**config.mk**
```make
export PLATFORM = sky130hd
export DESIGN_NAME = ramcard_sram_seq_flat
export DESIGN_NICKNAME = d
export VERILOG_FILES = /design/src/rtl/ramcard_sram_seq_pkg.sv /design/src/rtl/ramcard_sram_seq_if.sv /design/src/rtl/ramcard_sram_seq_req_slot.sv /design/src/rtl/ramcard_sram_seq.sv /design/src/flat_wrapper.sv
export SDC_FILE = /design/constraint.sdc
export NUM_CORES = 1
export LEC_CHECK = 0
export ABC_AREA = 1
export CELL_PAD_IN_SITES_DETAIL_PLACEMENT = 0
export CELL_PAD_IN_SITES_GLOBAL_PLACEMENT = 1
export CORE_MARGIN = 2
export CORE_UTILIZATION = 39
export DETAILED_ROUTE_END_ITERATION = 10
export PLACE_DENSITY = 0.83
export SYNTH_ARGS = -nofsm -noshare
export SYNTH_HDL_FRONTEND = slang
export SYNTH_SLANG_ARGS = --single-unit
```
**constraint.sdc**
```tcl
create_clock -name mclk28 -period 3.7 [get_ports mclk28]
set_input_delay 0.74 -clock mclk28 [delete_from_list [all_inputs] [get_ports mclk28]]
set_output_delay 0.74 -clock mclk28 [all_outputs]
set_load 0.005 [all_outputs]
```
**src/rtl/ramcard_sram_seq_pkg.sv**
```systemverilog
// ramcard_sram_seq_pkg
// Shared types and constants for the card-RAM SRAM sequencer:
//   - SRAM geometry (18-bit address, 8-bit data) and video address width
//   - sequencer FSM states and request-source encoding
//   - CPU access classification (RAM / write-protected / ROM) and its helper
//   - the transaction record held in each request slot
package ramcard_sram_seq_pkg;

    localparam int SRAM_AW = 18;
    localparam int SRAM_DW = 8;
    localparam int VID_AW  = 16;

    typedef enum logic [1:0] {
        ST_IDLE   = 2'd0,
        ST_SETUP  = 2'd1,
        ST_ACCESS = 2'd2,
        ST_HOLD   = 2'd3
    } seq_state_e;

    typedef enum logic [1:0] {
        CLS_RAM   = 2'd0,
        CLS_WPROT = 2'd1,
        CLS_ROM   = 2'd2
    } cpu_class_e;

    typedef enum logic {
        SRC_CPU = 1'b0,
        SRC_VID = 1'b1
    } src_e;

    typedef struct packed {
        logic [SRAM_AW-1:0] addr;
        logic               we;
        logic [SRAM_DW-1:0] wdata;
    } sram_txn_t;

    localparam int TXN_W = $bits(sram_txn_t);

    // Inside the card window the mapper may refuse the access: a refused write
    // is silently absorbed, a refused read must be answered by ROM instead.
    function automatic cpu_class_e classify(input logic card_sel, input logic we,
                                            input logic ram_we, input logic ram_rd);
        cpu_class_e cls;
        if (card_sel && we && !ram_we) begin
            cls = CLS_WPROT;
        end else if (card_sel && !we && !ram_rd) begin
            cls = CLS_ROM;
        end else begin
            cls = CLS_RAM;
        end
        return cls;
    endfunction

endpackage

```
**src/rtl/ramcard_sram_seq_if.sv**
```systemverilog
// ramcard_sram_seq_if
// Bundles the CPU request port, the video fetch port, the overrun flag and the
// external async SRAM pins of the sequencer.
//   slave  : the sequencer's view (takes requests, drives SRAM pins)
//   master : the environment's view (issues requests, models the SRAM)
interface ramcard_sram_seq_if;
    import ramcard_sram_seq_pkg::*;

    // CPU port
    logic               cpu_req;
    logic [SRAM_AW-1:0] cpu_addr;
    logic               cpu_we;
    logic               cpu_card_sel;
    logic               card_ram_we;
    logic               card_ram_rd;
    logic [SRAM_DW-1:0] cpu_wdata;
    logic [SRAM_DW-1:0] cpu_rdata;
    logic               cpu_ack;
    logic               cpu_ram_hit;

    // Video port
    logic               vid_req;
    logic [VID_AW-1:0]  vid_addr;
    logic [SRAM_DW-1:0] vid_rdata;
    logic               vid_ack;

    logic               req_overrun;

    // SRAM pins
    logic [SRAM_AW-1:0] sram_addr;
    logic [SRAM_DW-1:0] sram_dq_o;
    logic [SRAM_DW-1:0] sram_dq_i;
    logic               sram_dq_oe;
    logic               sram_ce_n;
    logic               sram_oe_n;
    logic               sram_we_n;

    modport slave (
        input  cpu_req, cpu_addr, cpu_we, cpu_card_sel, card_ram_we, card_ram_rd, cpu_wdata,
        output cpu_rdata, cpu_ack, cpu_ram_hit,
        input  vid_req, vid_addr,
        output vid_rdata, vid_ack,
        output req_overrun,
        output sram_addr, sram_dq_o, sram_dq_oe, sram_ce_n, sram_oe_n, sram_we_n,
        input  sram_dq_i
    );

    modport master (
        output cpu_req, cpu_addr, cpu_we, cpu_card_sel, card_ram_we, card_ram_rd, cpu_wdata,
        input  cpu_rdata, cpu_ack, cpu_ram_hit,
        output vid_req, vid_addr,
        input  vid_rdata, vid_ack,
        input  req_overrun,
        input  sram_addr, sram_dq_o, sram_dq_oe, sram_ce_n, sram_oe_n, sram_we_n,
        output sram_dq_i
    );

endinterface

```
**src/rtl/ramcard_sram_seq_req_slot.sv**
```systemverilog
// ramcard_req_slot
// One-deep request holding slot.
//   clk, rst_n : clock, asynchronous active-low reset
//   req        : request pulse from the source
//   queue      : 1 = accepted request must wait for the sequencer (sets pending)
//   clear      : sequencer finishes the pending request this cycle
//   din / dout : transaction record in / latched record out
//   pending    : a request is waiting or in service
//   accept     : this cycle's req is taken (slot free, or being cleared)
//   overrun    : this cycle's req is dropped because the slot is occupied
module ramcard_req_slot #(
    parameter int W = 27
) (
    input  logic         clk,
    input  logic         rst_n,
    input  logic         req,
    input  logic         queue,
    input  logic         clear,
    input  logic [W-1:0] din,
    output logic         pending,
    output logic [W-1:0] dout,
    output logic         accept,
    output logic         overrun
);

    logic         pending_q, pending_d;
    logic [W-1:0] data_q, data_d;

    // A slot being cleared this cycle counts as free, so a request arriving
    // on the final cycle of service is taken rather than flagged.
    always_comb begin
        pending_d = pending_q;
        data_d    = data_q;
        accept    = req && (!pending_q || clear);
        overrun   = req && pending_q && !clear;
        if (accept) begin
            pending_d = queue;
            data_d    = din;
        end else if (clear) begin
            pending_d = 1'b0;
        end else begin
            pending_d = pending_q;
        end
    end

    // Slot state registers
    always_ff @(posedge clk or negedge rst_n) begin
        if (!rst_n) begin
            pending_q <= 1'b0;
            data_q    <= '0;
        end else begin
            pending_q <= pending_d;
            data_q    <= data_d;
        end
    end

    assign pending = pending_q;
    assign dout    = data_q;

endmodule

```
**src/rtl/ramcard_sram_seq.sv**
```systemverilog
// ramcard_sram_seq
// Runs timed cycles on an external async 8-bit SRAM for CPU accesses coming
// from the language-card bank mapper and for video fetches, video first.
// CPU accesses the mapper refuses are answered the next clock without an
// SRAM cycle (absorbed write, or a read that ROM must supply).
//   mclk28  : system clock, all state on the rising edge
//   reset_n : asynchronous active-low reset; strobes release immediately
//   bus     : CPU port, video port, overrun flag and SRAM pins (slave view)
// Parameters:
//   ACCESS_CYCLES : clocks WE_n/OE_n are held active per access (1..7)
//   VID_BASE      : SRAM base added to the 16-bit video address
module ramcard_sram_seq
    import ramcard_sram_seq_pkg::*;
#(
    parameter int                 ACCESS_CYCLES = 2,
    parameter logic [SRAM_AW-1:0] VID_BASE      = 18'h00000
) (
    input  logic                 mclk28,
    input  logic                 reset_n,
    ramcard_sram_seq_if.slave    bus
);

    localparam logic [2:0] ACC_LAST = 3'(ACCESS_CYCLES - 1);

    // Sequencer state and registered outputs
    seq_state_e         state_q, state_d;
    src_e               src_q, src_d;
    logic [2:0]         cnt_q, cnt_d;
    logic [SRAM_AW-1:0] addr_q, addr_d;
    logic [SRAM_DW-1:0] dq_o_q, dq_o_d;
    logic               dq_oe_q, dq_oe_d;
    logic               ce_n_q, ce_n_d;
    logic               oe_n_q, oe_n_d;
    logic               we_n_q, we_n_d;
    logic               cpu_ack_q, cpu_ack_d;
    logic               cpu_hit_q, cpu_hit_d;
    logic [SRAM_DW-1:0] cpu_rdata_q, cpu_rdata_d;
    logic               vid_ack_q, vid_ack_d;
    logic [SRAM_DW-1:0] vid_rdata_q, vid_rdata_d;
    logic               ovr_q, ovr_d;

    // Slot interface
    cpu_class_e cpu_class_s;
    sram_txn_t  cpu_din_s, vid_din_s;
    sram_txn_t  cpu_txn_s, vid_txn_s;
    logic       cpu_pend_s, vid_pend_s;
    logic       cpu_accept_s, vid_accept_s;
    logic       cpu_ovr_s, vid_ovr_s;
    logic       cpu_clear_s, vid_clear_s;
    logic       cpu_ready_s, vid_ready_s;
    logic       launch_any_s;
    src_e       launch_src_s;
    sram_txn_t  launch_txn_s;
    sram_txn_t  cur_txn_s;

    assign cpu_class_s = classify(bus.cpu_card_sel, bus.cpu_we, bus.card_ram_we, bus.card_ram_rd);
    assign cpu_din_s   = '{addr: bus.cpu_addr, we: bus.cpu_we, wdata: bus.cpu_wdata};
    // Video is read-only; the 18-bit sum wraps naturally.
    assign vid_din_s   = '{addr: VID_BASE + {2'b00, bus.vid_addr}, we: 1'b0, wdata: 8'h00};

    // The slot in service is released on its HOLD clock.
    assign cpu_clear_s = (state_q == ST_HOLD) && (src_q == SRC_CPU);
    assign vid_clear_s = (state_q == ST_HOLD) && (src_q == SRC_VID);

    ramcard_req_slot #(.W(TXN_W)) u_cpu_slot (
        .clk     (mclk28),
        .rst_n   (reset_n),
        .req     (bus.cpu_req),
        .queue   (cpu_class_s == CLS_RAM),
        .clear   (cpu_clear_s),
        .din     (cpu_din_s),
        .pending (cpu_pend_s),
        .dout    (cpu_txn_s),
        .accept  (cpu_accept_s),
        .overrun (cpu_ovr_s)
    );

    ramcard_req_slot #(.W(TXN_W)) u_vid_slot (
        .clk     (mclk28),
        .rst_n   (reset_n),
        .req     (bus.vid_req),
        .queue   (1'b1),
        .clear   (vid_clear_s),
        .din     (vid_din_s),
        .pending (vid_pend_s),
        .dout    (vid_txn_s),
        .accept  (vid_accept_s),
        .overrun (vid_ovr_s)
    );

    // A slot finishing in HOLD is not a candidate for the next cycle; the
    // other slot is, which gives back-to-back service with no idle gap.
    assign cpu_ready_s  = cpu_pend_s && !cpu_clear_s;
    assign vid_ready_s  = vid_pend_s && !vid_clear_s;
    assign launch_any_s = cpu_ready_s || vid_ready_s;
    assign launch_src_s = vid_ready_s ? SRC_VID : SRC_CPU;
    assign launch_txn_s = vid_ready_s ? vid_txn_s : cpu_txn_s;
    assign cur_txn_s    = (src_q == SRC_VID) ? vid_txn_s : cpu_txn_s;

    // Next-state and next-output logic of the sequencer
    always_comb begin
        state_d     = state_q;
        src_d       = src_q;
        cnt_d       = cnt_q;
        addr_d      = addr_q;
        dq_o_d      = dq_o_q;
        dq_oe_d     = dq_oe_q;
        ce_n_d      = ce_n_q;
        oe_n_d      = oe_n_q;
        we_n_d      = we_n_q;
        cpu_ack_d   = 1'b0;
        cpu_hit_d   = cpu_hit_q;
        cpu_rdata_d = cpu_rdata_q;
        vid_ack_d   = 1'b0;
        vid_rdata_d = vid_rdata_q;
        ovr_d       = ovr_q | cpu_ovr_s | vid_ovr_s;

        // Refused CPU accesses complete on the next clock without touching
        // the SRAM. They can never collide with an SRAM ack: while the CPU
        // slot is in service it is occupied, so nothing is accepted.
        if (cpu_accept_s && (cpu_class_s != CLS_RAM)) begin
            cpu_ack_d = 1'b1;
            cpu_hit_d = (cpu_class_s == CLS_WPROT);
        end else begin
            cpu_ack_d = 1'b0;
        end

        case (state_q)
            ST_IDLE, ST_HOLD: begin
                if (launch_any_s) begin
                    state_d = ST_SETUP;
                    src_d   = launch_src_s;
                    addr_d  = launch_txn_s.addr;
                    dq_o_d  = launch_txn_s.wdata;
                    dq_oe_d = launch_txn_s.we;
                    ce_n_d  = 1'b0;
                    oe_n_d  = 1'b1;
                    we_n_d  = 1'b1;
                end else begin
                    state_d = ST_IDLE;
                    dq_oe_d = 1'b0;
                    ce_n_d  = 1'b1;
                    oe_n_d  = 1'b1;
                    we_n_d  = 1'b1;
                end
            end
            ST_SETUP: begin
                state_d = ST_ACCESS;
                cnt_d   = ACC_LAST;
                oe_n_d  = cur_txn_s.we;
                we_n_d  = !cur_txn_s.we;
            end
            ST_ACCESS: begin
                if (cnt_q == 3'd0) begin
                    // Last access clock: capture read data and raise the ack
                    // so both are valid during HOLD.
                    state_d = ST_HOLD;
                    oe_n_d  = 1'b1;
                    we_n_d  = 1'b1;
                    if (src_q == SRC_VID) begin
                        vid_ack_d = 1'b1;
                        if (!cur_txn_s.we) begin
                            vid_rdata_d = bus.sram_dq_i;
                        end else begin
                            vid_rdata_d = vid_rdata_q;
                        end
                    end else begin
                        cpu_ack_d = 1'b1;
                        cpu_hit_d = 1'b1;
                        if (!cur_txn_s.we) begin
                            cpu_rdata_d = bus.sram_dq_i;
                        end else begin
                            cpu_rdata_d = cpu_rdata_q;
                        end
                    end
                end else begin
                    cnt_d = cnt_q - 3'd1;
                end
            end
            default: begin
                state_d = ST_IDLE;
                dq_oe_d = 1'b0;
                ce_n_d  = 1'b1;
                oe_n_d  = 1'b1;
                we_n_d  = 1'b1;
            end
        endcase
    end

    // Sequencer registers; reset releases all SRAM strobes at once
    always_ff @(posedge mclk28 or negedge reset_n) begin
        if (!reset_n) begin
            state_q     <= ST_IDLE;
            src_q       <= SRC_CPU;
            cnt_q       <= 3'd0;
            addr_q      <= 18'h00000;
            dq_o_q      <= 8'h00;
            dq_oe_q     <= 1'b0;
            ce_n_q      <= 1'b1;
            oe_n_q      <= 1'b1;
            we_n_q      <= 1'b1;
            cpu_ack_q   <= 1'b0;
            cpu_hit_q   <= 1'b0;
            cpu_rdata_q <= 8'h00;
            vid_ack_q   <= 1'b0;
            vid_rdata_q <= 8'h00;
            ovr_q       <= 1'b0;
        end else begin
            state_q     <= state_d;
            src_q       <= src_d;
            cnt_q       <= cnt_d;
            addr_q      <= addr_d;
            dq_o_q      <= dq_o_d;
            dq_oe_q     <= dq_oe_d;
            ce_n_q      <= ce_n_d;
            oe_n_q      <= oe_n_d;
            we_n_q      <= we_n_d;
            cpu_ack_q   <= cpu_ack_d;
            cpu_hit_q   <= cpu_hit_d;
            cpu_rdata_q <= cpu_rdata_d;
            vid_ack_q   <= vid_ack_d;
            vid_rdata_q <= vid_rdata_d;
            ovr_q       <= ovr_d;
        end
    end

    assign bus.sram_addr   = addr_q;
    assign bus.sram_dq_o   = dq_o_q;
    assign bus.sram_dq_oe  = dq_oe_q;
    assign bus.sram_ce_n   = ce_n_q;
    assign bus.sram_oe_n   = oe_n_q;
    assign bus.sram_we_n   = we_n_q;
    assign bus.cpu_ack     = cpu_ack_q;
    assign bus.cpu_ram_hit = cpu_hit_q;
    assign bus.cpu_rdata   = cpu_rdata_q;
    assign bus.vid_ack     = vid_ack_q;
    assign bus.vid_rdata   = vid_rdata_q;
    assign bus.req_overrun = ovr_q;

endmodule

```
**src/flat_wrapper.sv**
```systemverilog
// flat-port wrapper written by rule: the top's interface ports become plain ports
module ramcard_sram_seq_flat import ramcard_sram_seq_pkg::*;
#(
    parameter int                 ACCESS_CYCLES = 2,
    parameter logic [SRAM_AW-1:0] VID_BASE      = 18'h00000
)
  (mclk28, reset_n, bus_cpu_req, bus_cpu_addr, bus_cpu_we, bus_cpu_card_sel, bus_card_ram_we, bus_card_ram_rd, bus_cpu_wdata, bus_cpu_rdata, bus_cpu_ack, bus_cpu_ram_hit, bus_vid_req, bus_vid_addr, bus_vid_rdata, bus_vid_ack, bus_req_overrun, bus_sram_addr, bus_sram_dq_o, bus_sram_dq_oe, bus_sram_ce_n, bus_sram_oe_n, bus_sram_we_n, bus_sram_dq_i);
  ramcard_sram_seq_if bus_i ();
  input  logic mclk28;
  input  logic reset_n;
  input wire logic [$bits(bus_i.cpu_req)-1:0] bus_cpu_req;
  input wire logic [$bits(bus_i.cpu_addr)-1:0] bus_cpu_addr;
  input wire logic [$bits(bus_i.cpu_we)-1:0] bus_cpu_we;
  input wire logic [$bits(bus_i.cpu_card_sel)-1:0] bus_cpu_card_sel;
  input wire logic [$bits(bus_i.card_ram_we)-1:0] bus_card_ram_we;
  input wire logic [$bits(bus_i.card_ram_rd)-1:0] bus_card_ram_rd;
  input wire logic [$bits(bus_i.cpu_wdata)-1:0] bus_cpu_wdata;
  output wire logic [$bits(bus_i.cpu_rdata)-1:0] bus_cpu_rdata;
  output wire logic [$bits(bus_i.cpu_ack)-1:0] bus_cpu_ack;
  output wire logic [$bits(bus_i.cpu_ram_hit)-1:0] bus_cpu_ram_hit;
  input wire logic [$bits(bus_i.vid_req)-1:0] bus_vid_req;
  input wire logic [$bits(bus_i.vid_addr)-1:0] bus_vid_addr;
  output wire logic [$bits(bus_i.vid_rdata)-1:0] bus_vid_rdata;
  output wire logic [$bits(bus_i.vid_ack)-1:0] bus_vid_ack;
  output wire logic [$bits(bus_i.req_overrun)-1:0] bus_req_overrun;
  output wire logic [$bits(bus_i.sram_addr)-1:0] bus_sram_addr;
  output wire logic [$bits(bus_i.sram_dq_o)-1:0] bus_sram_dq_o;
  output wire logic [$bits(bus_i.sram_dq_oe)-1:0] bus_sram_dq_oe;
  output wire logic [$bits(bus_i.sram_ce_n)-1:0] bus_sram_ce_n;
  output wire logic [$bits(bus_i.sram_oe_n)-1:0] bus_sram_oe_n;
  output wire logic [$bits(bus_i.sram_we_n)-1:0] bus_sram_we_n;
  input wire logic [$bits(bus_i.sram_dq_i)-1:0] bus_sram_dq_i;
  assign bus_i.cpu_req = bus_cpu_req;
  assign bus_i.cpu_addr = bus_cpu_addr;
  assign bus_i.cpu_we = bus_cpu_we;
  assign bus_i.cpu_card_sel = bus_cpu_card_sel;
  assign bus_i.card_ram_we = bus_card_ram_we;
  assign bus_i.card_ram_rd = bus_card_ram_rd;
  assign bus_i.cpu_wdata = bus_cpu_wdata;
  assign bus_cpu_rdata = bus_i.cpu_rdata;
  assign bus_cpu_ack = bus_i.cpu_ack;
  assign bus_cpu_ram_hit = bus_i.cpu_ram_hit;
  assign bus_i.vid_req = bus_vid_req;
  assign bus_i.vid_addr = bus_vid_addr;
  assign bus_vid_rdata = bus_i.vid_rdata;
  assign bus_vid_ack = bus_i.vid_ack;
  assign bus_req_overrun = bus_i.req_overrun;
  assign bus_sram_addr = bus_i.sram_addr;
  assign bus_sram_dq_o = bus_i.sram_dq_o;
  assign bus_sram_dq_oe = bus_i.sram_dq_oe;
  assign bus_sram_ce_n = bus_i.sram_ce_n;
  assign bus_sram_oe_n = bus_i.sram_oe_n;
  assign bus_sram_we_n = bus_i.sram_we_n;
  assign bus_i.sram_dq_i = bus_sram_dq_i;
  ramcard_sram_seq #(.ACCESS_CYCLES(ACCESS_CYCLES), .VID_BASE(VID_BASE)) u_core (.mclk28(mclk28), .reset_n(reset_n), .bus(bus_i));
endmodule
```
# ---- After elaboration in Yosys (flattened, before gate mapping)
# Cells that the tools add are included.
dict set report classes {
  n_addsub 1
  eq_ne 6
  n_bitwise 4
  muxes 30
  reduce_logical 38
}
# operator count
set op_table {}
lappend op_table {{27-bit two-way mux} 1}
lappend op_table {{1-bit two-way mux} 20}
lappend op_table {{1-bit logical AND} 15}
lappend op_table {{9-bit two-way mux} 1}
lappend op_table {{1-bit zero test} 8}
lappend op_table {{4-bit AND reduction} 2}
lappend op_table {{2-bit nonzero test} 4}
lappend op_table {{2-bit two-way mux} 3}
lappend op_table {{1-bit one-hot mux with 3 select lines} 2}
lappend op_table {{2-bit one-hot mux with 3 select lines} 1}
lappend op_table {{3-bit one-hot mux with 2 select lines} 1}
lappend op_table {{2-bit by 1-bit equality test with 1-bit output (second input constant)} 2}
lappend op_table {{2-bit equality test (second input constant)} 2}
lappend op_table {{2-bit zero test} 2}
lappend op_table {{2-bit AND reduction} 2}
lappend op_table {{3-bit zero test} 1}
lappend op_table {{1-bit logical OR} 3}
lappend op_table {{3-bit two-way mux} 1}
lappend op_table {{3-bit by 1-bit subtractor with 3-bit output (second input constant)} 1}
lappend op_table {{2-bit by 1-bit inequality test with 1-bit output (second input constant)} 1}
lappend op_table {{2-bit inequality test (second input constant)} 1}
lappend op_table {{1-bit inverter} 2}
lappend op_table {{1-bit bitwise OR} 2}
lappend op_table {{2-bit OR reduction} 1}
dict set report totals {
  reg_bits 101
  inputBits 58
  wordCells 98
  out_inout_bits 50
}

# ---- Depth between registers and ports, before layout
# Gate-level depths: netlist of run 1.
dict set report logic_depth {
  word_depth 11
  depth_mapped 8
  ltp_nobuf 8
}

# ---- Modules after synthesis
# A second synthesis of run 1 with hierarchy kept.
dict set report unflattened {
  cells_unflattened 602
  hier_area_um2 5033.6
}
# mod instances seq_area_each_um2 area_each_um2 cells_per_inst
set by_module_without_submodules {}
lappend by_module_without_submodules {ramcard_sram_seq 1 1405.1 2761.4 352}
lappend by_module_without_submodules {ramcard_req_slot 2 700.7 1136.1 125}

# ---- Worst setup path after synthesis of run 1
# No wires, ideal clock.
dict set report synth_timing {
  path_kind {input port to flip-flop}
  startpoint {input port bus_vid_req}
  endpoint {register u_core.u_vid_slot.data_q[14], in the netlist u_core.u_vid_slot.dout[14]}
  path_stages 5
  arrival_time_ps 1426
  n_path_buf 2
  setup_slack_ps 2151
  cell_sequence {clkbuf_1 -> nand2_2 -> buf_2 -> nor2_1 -> a21oi_1}
}
dict set report synth_via {
  elab_chain_cells 1
}
# element line_no
set synth_rtl {}
lappend synth_rtl {{start: declaration} flat_wrapper.sv:21} ;# input wire logic [$bits(bus_i.vid_req)-1:0] bus_vid_req;
lappend synth_rtl {{1-bit logical AND} ramcard_sram_seq_req_slot.sv:34} ;# accept = req && (!pending_q || clear);
lappend synth_rtl {{end signal: assignment} ramcard_sram_seq_req_slot.sv:53} ;# data_q <= data_d;
lappend synth_rtl {{end: declaration} ramcard_sram_seq_req_slot.sv:27} ;# logic [W-1:0] data_q, data_d;
# Every way passes these cells.
# A chain may end at the register's enable or synchronous reset.

# ---- Worst setup path after layout of run 1
dict set report layout_timing {
  startpoint {register u_core.ce_n_q, in the netlist u_core.bus.sram_ce_n}
  endpoint {output port bus_sram_ce_n}
}
# element line_no
set layout_rtl {}
lappend layout_rtl {{start: declaration} ramcard_sram_seq.sv:32} ;# logic ce_n_q, ce_n_d;
lappend layout_rtl {{start signal: assignment} ramcard_sram_seq.sv:215} ;# ce_n_q <= ce_n_d;
lappend layout_rtl {{end: declaration} flat_wrapper.sv:29} ;# output wire logic [$bits(bus_i.sram_ce_n)-1:0] bus_sram_ce_n;
# No word-level cell between the ends.

==> results.md, run 1 <==
- The footprint of the flip-flops and latches is 0.00253 mm^2.
- Timing would allow up to 464 MHz.
- The net count of the finished layout is 650.
- The number of different library cells used by synthesis comes to 22.
- The area added between synthesis and finish is 32.1%.
- The number of buffers and inverters on the critical path is 1.
- Pin placement for this block handled 108 I/O pins.
- The global-route total usage across every layer is 17.2%.
- The clock period minus worst slack is 2.16 ns.
- The critical path is of the flop to output port type.
- In the routed design, unresolved DRC markers number 0.
- Routability-driven placement finished with a final weighted congestion of 0.771.
- Measured against its own limit, the worst slew margin works out to 25.1%.
- The clock arrives with 0.0223 ns of skew.
- The sequential share of power is 40.2%.
- The area taken by multi-input logic gates is 0.00146 mm^2.
- The tree is rooted in a clkbuf_8.
- The number of DRC markers in iteration 0 is 147.
- In this design, the stage delay of the slowest critical-path cell is 0.54 ns.
- Post-CTS timing repair inserted 0 buffers for setup.
- The number of clock buffers added by TritonCTS is 9.
- When the netlist entered floorplanning its net count stood at 548.
- The pin count of the biggest net entering global routing is 91.
- The standard cell with the maximum stage delay on the critical path is dfstp_2.
- The buffer levels on the longest clock path is 2.
- Setup violations remaining at the end of the flow were counted as 0.
- The total count of hold-check failures in the final report is 0.
- The flip-flop and latch count after synthesis is 101.
- The design draws 4.76 mW.
- Data arrives at the worst endpoint at 1.42 ns.
- The post-route antenna net violation count is 0.
- The post-cts sizing count is 0.
- The library cell used most frequently in the layout, excluding fill and tap cells, is nand2_1.
- The power per cell area is 856 mW/mm^2.
- The final number of max-transition violations was 0.
- The signal on the critical path passes through clkdlybuf4s50_1.
- Setup repair after global routing left no endpoint under its margin.
- The kind of path behind the tightest hold check is flop to flop.
- The worst path uses 58.3% of the clock period.
- STA puts the critical path data required time at 2.96 ns.
- The antenna diode count is 0.
- The post-synthesis average cell area is 8.69 um^2.
- The clock drives 101 sinks.
- The later pin in the worst-skew pair is clocked with a latency of 0.36 ns.
- The total of max-cap violations is 0.
- The die is 108 um tall.
- The global route total overflow is 0.
- The total iterations of the first detailed-routing run is 4.
- The final route contains 3384 vias.
- The total of fill cells in the finished design is 985.
- The first-pass GRT wire length is 15700 um.
- The synthesized netlist occupies a cell area of 0.00421 mm^2.
- In the layout the commonest cells are 226 x nand2_1, 106 x clkdlybuf4s50_1, 98 x dfrtp_1.
- Sequential cells were found to cover 60.1% of the synthesized design area.
- The combinational share of power is 44.5%.
- The clock network accounts for 15.3% of the total power.
- The area of the placeable core is 0.0104 mm^2.
- The H-tree generated during clock tree synthesis spans 3 levels.
- The clock-pin slew on the worst setup and hold paths is 0.09 ns.
- The post-route netlist has 5.57% of its cells at a drive strength greater than 1.
- The number of warnings printed during yosys synthesis is 0.
- The number of hold buffers added after CTS was 0.
- Along the worst path, the maximum fanout reaches 2.
- The detail-routed via count per cell is 4.65.
- The total detailed-routing wirelength is 9640 um.
- The leakage dissipation is 2.79 nW.
- STA classifies the critical path startpoint as a flop.
- The average wire per standard cell is 13.2 um.
- The row count is 37.
- The via count of the first global-routing pass is 3351.
- The overall die width is 108 um.
- Summed over all failing endpoints, the final setup total negative slack is 0 ns.
- TritonCTS built the clock tree.
- Detailed placement finished with a half-perimeter wire length of 6580 um.
- The worst-case IR drop observed on VDD is 0.331 mV.
- The initial utilization of the core area, before any placement, comes to 40.4%.
- The initial antenna violation count is 0.
- The synthesized netlist cell count is 485.
- The count of port buffers added during placement is 107.
- The critical path capture point type is an output port.
- The switching share of power is 39.8%.
- The largest delay contributor family on the critical path is flip-flops.
- The internal power is 2.87 mW.
- The flow ran to the end, and the final reports show no timing, DRC or antenna violations.
- For this design the total switching power over the nets is 1.90 mW.
- For the pin with the worst max-slew slack, the measured transition is 1.12 ns.
- The die covers 0.0116 mm^2.
[registers in the layout, summed over array words and instances, names as in the netlist, 2 cells and up]
register                cells
u_core.u_cpu_slot.dout     27
u_core.u_vid_slot.dout     16
u_core.bus.cpu_rdata        8
u_core.cnt_q                3
u_core.bus.sram_dq_o        8
u_core.state_q              2
u_core.bus.sram_addr       18
u_core.bus.vid_rdata        8
[logic make-up (layout without fill, tap and decap cells)]
kind of cell	after synthesis	after routing	synth area share, %
AOI/OAI and AO/OA	49	49	6.24
adders and majority gates	5	5	1.49
buffers and inverters	48	155	5.26
DFF	101	101	60.1
and+or+nand+nor	282	282	26.9
[synth_stat cells]
library cell    n  area share (%)
a21oi_1        10             1.2
a21oi_2         1            0.21
a31oi_1         2            0.30
buf_2          12             1.4
buf_4           3            0.53
buf_6           2            0.53
clkbuf_1        1           0.089
dfrtp_1        98              58
dfstp_2         3             1.9
ha_1            5             1.5
inv_1          29             2.6
inv_2           1           0.089
nand2_1       226              20
nand2_2         5            0.74
nand2_4         2            0.53
nand3_1        29             3.4
nand3b_1        2            0.36
nor2_1         16             1.4
nor2_2          1            0.15
o21ai_0        35             4.2
o21ai_4         1            0.39
or2_2           1            0.15
[per-stage QoR]
step                      hold slack [ns]  instances  setup WS (ns)  area, um^2  utilization, %
after CTS                           0.476        728           1.52        5560            53.4
after floorplan                     0.443        485           2.15        4210               -
after detailed placement            0.458        712           1.57        5360            51.4
after global placement              0.456        712           1.60        5360            51.4
after global routing                0.487        728           1.40        5560            53.4
final                               0.471        728           1.54        5560            53.4
[power groups by stage]
stage | registers (mW) | logic, mW | clock network [mW]
4_1_cts | 1.91 | 2.16 | 0.749
5_1_grt | 1.97 | 2.42 | 0.800
6_report | 1.91 | 2.12 | 0.730
3_3_place_gp | 1.92 | 2.10 | 0
2_1_floorplan | 1.88 | 1.37 | 0
3_5_place_dp | 1.93 | 2.16 | 0
[routing by layer]
layer	vias to the layer above	wire length [um]	track usage [%]
met5	-	0	0
li1	1709	-	-
met4	0	114	4.95
met3	11	348	2.77
met1	1599	4500	23.4
met2	65	4670	28.5
[worst paths after layout]
| kind | startpoint | end | slack [ns] | cells after the start |
|---|---|---|---|---|
| worst max-delay path | u_core.bus.sram_ce_n | bus_sram_ce_n | 1.54 | 1 |
| worst min register to register | u_core.bus.sram_we_n | u_core.bus.sram_we_n | 0.47 | 2 |
| max in group asynchronous | reset_n | u_core.u_cpu_slot.dout[0] | 2.31 | 2 |
| worst max register to register | u_core.state_q[0] | u_core.bus.sram_addr[7] | 1.61 | 7 |
| worst min-delay path | u_core.bus.sram_we_n | u_core.bus.sram_we_n | 0.47 | 2 |
| min in group asynchronous | reset_n | u_core.u_cpu_slot.dout[11] | 0.57 | 1 |
[layout make-up]
| class | count | share of cell area [%] |
|---|---|---|
| clock buffers | 11 | 2.54 |
| clock inverters | 5 | 1.17 |
| inverters | 30 | 2.02 |
| multi-input cells | 336 | 26.2 |
| flip-flops and latches | 101 | 45.5 |
| well taps | 136 | 3.06 |
| repair buffers | 109 | 19.5 |
No activity file was read; power rests on OpenSTA's default activity.
==> run 2: changes to the inputs <==
--- a/config.mk
+++ b/config.mk
@@ -9,9 +9,9 @@
 export CELL_PAD_IN_SITES_DETAIL_PLACEMENT = 0
 export CELL_PAD_IN_SITES_GLOBAL_PLACEMENT = 1
 export CORE_MARGIN = 2
-export CORE_UTILIZATION = 39
+export CORE_UTILIZATION = 36
 export DETAILED_ROUTE_END_ITERATION = 10
-export PLACE_DENSITY = 0.83
+export PLACE_DENSITY = 0.78
 export SYNTH_ARGS = -nofsm -noshare
 export SYNTH_HDL_FRONTEND = slang
 export SYNTH_SLANG_ARGS = --single-unit
==> constraint.sdc (replaced) <==
create_clock -name mclk28 -period 2.2 [get_ports mclk28]
set_input_delay 0.44 -clock mclk28 [delete_from_list [all_inputs] [get_ports mclk28]]
set_output_delay 0.44 -clock mclk28 [all_outputs]
set_load 0.005 [all_outputs]
==> run 2 against run 1 <==
Final area rose by 2.7%; clock skew decreased by 0.017 ns; cell count up 1.6%; global-route usage fell by 0.98 points; sequential share of layout area decreased by 1.2 points; core utilization down 3.4 points; largest power group unchanged; highest routed layer unchanged; critical path depth unchanged; clock-buffer cell count rose by 3; via count is 0.44% higher; wire length increased by 1.6%.
==> results.md, run 2 (same netlist as run 1, synthesis figures left out) <==
- The row count is 39.
- The internal power is 5.21 mW.
- The average wire per standard cell is 13.2 um.
- The cell at the root of the clock tree is clkbuf_16.
- The reg-to-reg critical path endpoint is u_core.bus.sram_addr[6].
- The run finished with clean final reports.
- The clock period minus worst slack is 1.82 ns.
- The later-pin clock latency in the skew report is 0.33 ns.
- The clock-pin slew on the worst setup and hold paths is 0.07 ns.
- In the global route stage, overall resource usage came out at 16.2%.
- The signal arrival time at the worst endpoint is 1.38 ns.
- Of the total power, the clock network draws 18.3%.
- The via count of the first global-routing pass is 3346.
- Wire segments on met3 add up to 479 um in the final route.
- Setup slack on the worst reg-to-reg path comes out at 0.47 ns.
- The total count of hold-check failures in the final report is 0.
- Hold repair after CTS inserted 0 buffers.
- The first global-routing pass estimated 16400 um of wire.
- The H-tree generated during clock tree synthesis spans 3 levels.
- Post-CTS timing repair inserted 0 buffers for setup.
- The overall die width is 112 um.
- The logic depth of the worst register-to-register path is 7.
- For the worst setup path, the data required time is 1.76 ns.
- Counting both buffers and inverters, the worst setup path holds a total of 1.
- The pin slew with the least headroom to its limit is 0.606 ns.
- The setup clock skew after layout is 0.00503 ns.
- The switching share of power is 38.1%.
- The worst setup path is captured at an output port.
- After layout, the design draws a total of 8.42 mW.
- The standard cell with the maximum stage delay on the critical path is dfstp_2.
- The worst register-to-register path begins at u_core.state_q[0].
- Timing would allow up to 549 MHz.
- In the final timing run, aggregate negative setup slack is 0 ns.
- The final net count is 655.
- Traced cell by cell, the critical path runs through clkdlybuf4s50_1.
- The post-detailed-route DRC marker count is 0.
- The number of placed instances with taps included is 724.
- The area of the placeable core is 0.0114 mm^2.
- The class of the most critical setup path is flop to output port.
- Cells with a size suffix above 1 make up 6.37% of the layout.
- Setup violations remaining at the end of the flow were counted as 0.
- Leaving out fill and tap cells, the most frequent cell in the layout is nand2_1.
- The global route total overflow is 0.
- The combinational share of power is 43.1%.
- The initial antenna violation count came to 0.
- Power spread over the standard cell area amounts to 1470 mW/mm^2.
- The finished layout holds 740 standard cells, fillers aside.
- In this run the remaining antenna-violating nets after routing total 0.
- The remaining max-slew budget at the tightest pin is 59.4%.
- The CTS tree is yes.
- On the worst path, the slowest cell contributes a delay of 0.54 ns.
- For this design the static power due to leakage is 2.86 nW.
- The maximum fanout along the worst path is 2.
- Entering global routing, the biggest net connects 76 pins.
- The area growth from synthesis to layout is 35.7%.
- The initial core utilization is 36.9%.
- The die is 112 um tall.
- The number of antenna diodes in the final layout is 0.
- For this block, the via count after detailed routing is 3399.
- The final number of max-transition violations came to 0.
- After detailed routing, the total wire length is 9800 um.
- The total iterations of the first detailed-routing run is 6.
- Across the run, the number of max-cap violations was 0.
- The detailed router finished its first iteration with 174 violations.
- The number of flip-flops under the largest register name is 27.
- The peak supply drop is 0.741 mV.
- In this run the tool buffered the top-level ports with 107 buffer cells.
- The worst hold path belongs to the class input pin to asynchronous set/reset pin.
- For this design the total switching power over the nets is 3.21 mW.
- The die covers 0.0126 mm^2.
- The period utilization is 82.8%.
- The estimated wirelength of the detail-placed design is 6880 um.
- The detail-routed via count per cell is 4.59.
- In the layout the commonest cells are 226 x nand2_1, 106 x clkdlybuf4s50_1, 98 x dfrtp_1.
- The highest metal layer with signal wires is met4.
- Setup repair after global routing left no endpoint under its margin.
- For this block, wires on met1 add up to 4440 um.
- The boundary pin count is 108.
- Counting the buffers created by CTS gives 9.
- The clock sink count is 101.
- On the critical path the largest part of the delay comes from flip-flops.
- The final weighted congestion in routability-driven placement is 0.733.
- The placed standard-cell area is 0.00542 mm^2.
- The category of the worst setup path launch point is a flop.
- The post-cts sizing count is 0.
- Summing all non-filler instances in the final layout gives an area of 0.00572 mm^2.
- The buffer levels on the longest clock path is 2.
- Of the total power, registers draw 38.6%.
- In the detailed route, the total length drawn on met2 is 4740 um.
==> run 2: power groups by stage <==
stage	registers, mW	clock network, mW	logic (mW)
after global placement	3.25	0	3.61
after CTS	3.25	1.59	3.70
after floorplan	3.16	0	2.30
final	3.25	1.54	3.63
after global routing	3.34	1.68	4.12
after detailed placement	3.27	0	3.68
==> run 2: routing by layer <==
| layer | GRT usage, % | up-vias |
|---|---|---|
| met5 | 0 | - |
| met4 | 4.47 | 0 |
| met3 | 3.73 | 14 |
| met2 | 26.1 | 85 |
| met1 | 22.0 | 1574 |
| li1 | - | 1726 |
==> run 2: how the worst max path moves through the flow <==
stage / depth (start not counted) / endpoint / startpoint / slack, ns
finish: 1 / bus_sram_oe_n / u_core.bus.sram_oe_n / 0.38
global route: 7 / u_core.bus.sram_dq_o[6] / u_core.state_q[0] / 0.31
CTS: 1 / bus_sram_ce_n / u_core.bus.sram_ce_n / 0.37
detailed placement: 4 / u_core.u_cpu_slot.dout[8] / bus_cpu_req / 0.41
global placement: 4 / u_core.u_cpu_slot.dout[8] / bus_cpu_req / 0.42
floorplan: 7 / u_core.bus.sram_addr[15] / u_core.state_q[0] / 0.78
==> run 2: metrics by stage <==
stage	hold slack (ns)	setup WS (ns)	utilization, %
2_1_floorplan	0.144	0.780	-
3_3_place_gp	0.374	0.421	47.4
3_5_place_dp	0.379	0.406	47.4
4_1_cts	0.0219	0.367	50.1
5_1_grt	0.0270	0.309	50.1
6_report	0.0129	0.378	50.1
==> run 2: cell type report <==
| type | instances | area [um^2] |
|---|---|---|
| clock buffers | 14 | 284 |
| multi-input cells | 336 | 1460 |
| well taps | 143 | 179 |
| inverters | 30 | 113 |
| repair buffers | 114 | 1130 |
| flip-flops and latches | 101 | 2530 |
| clock inverters | 2 | 15.0 |
| fillers | 1086 | 5700 |
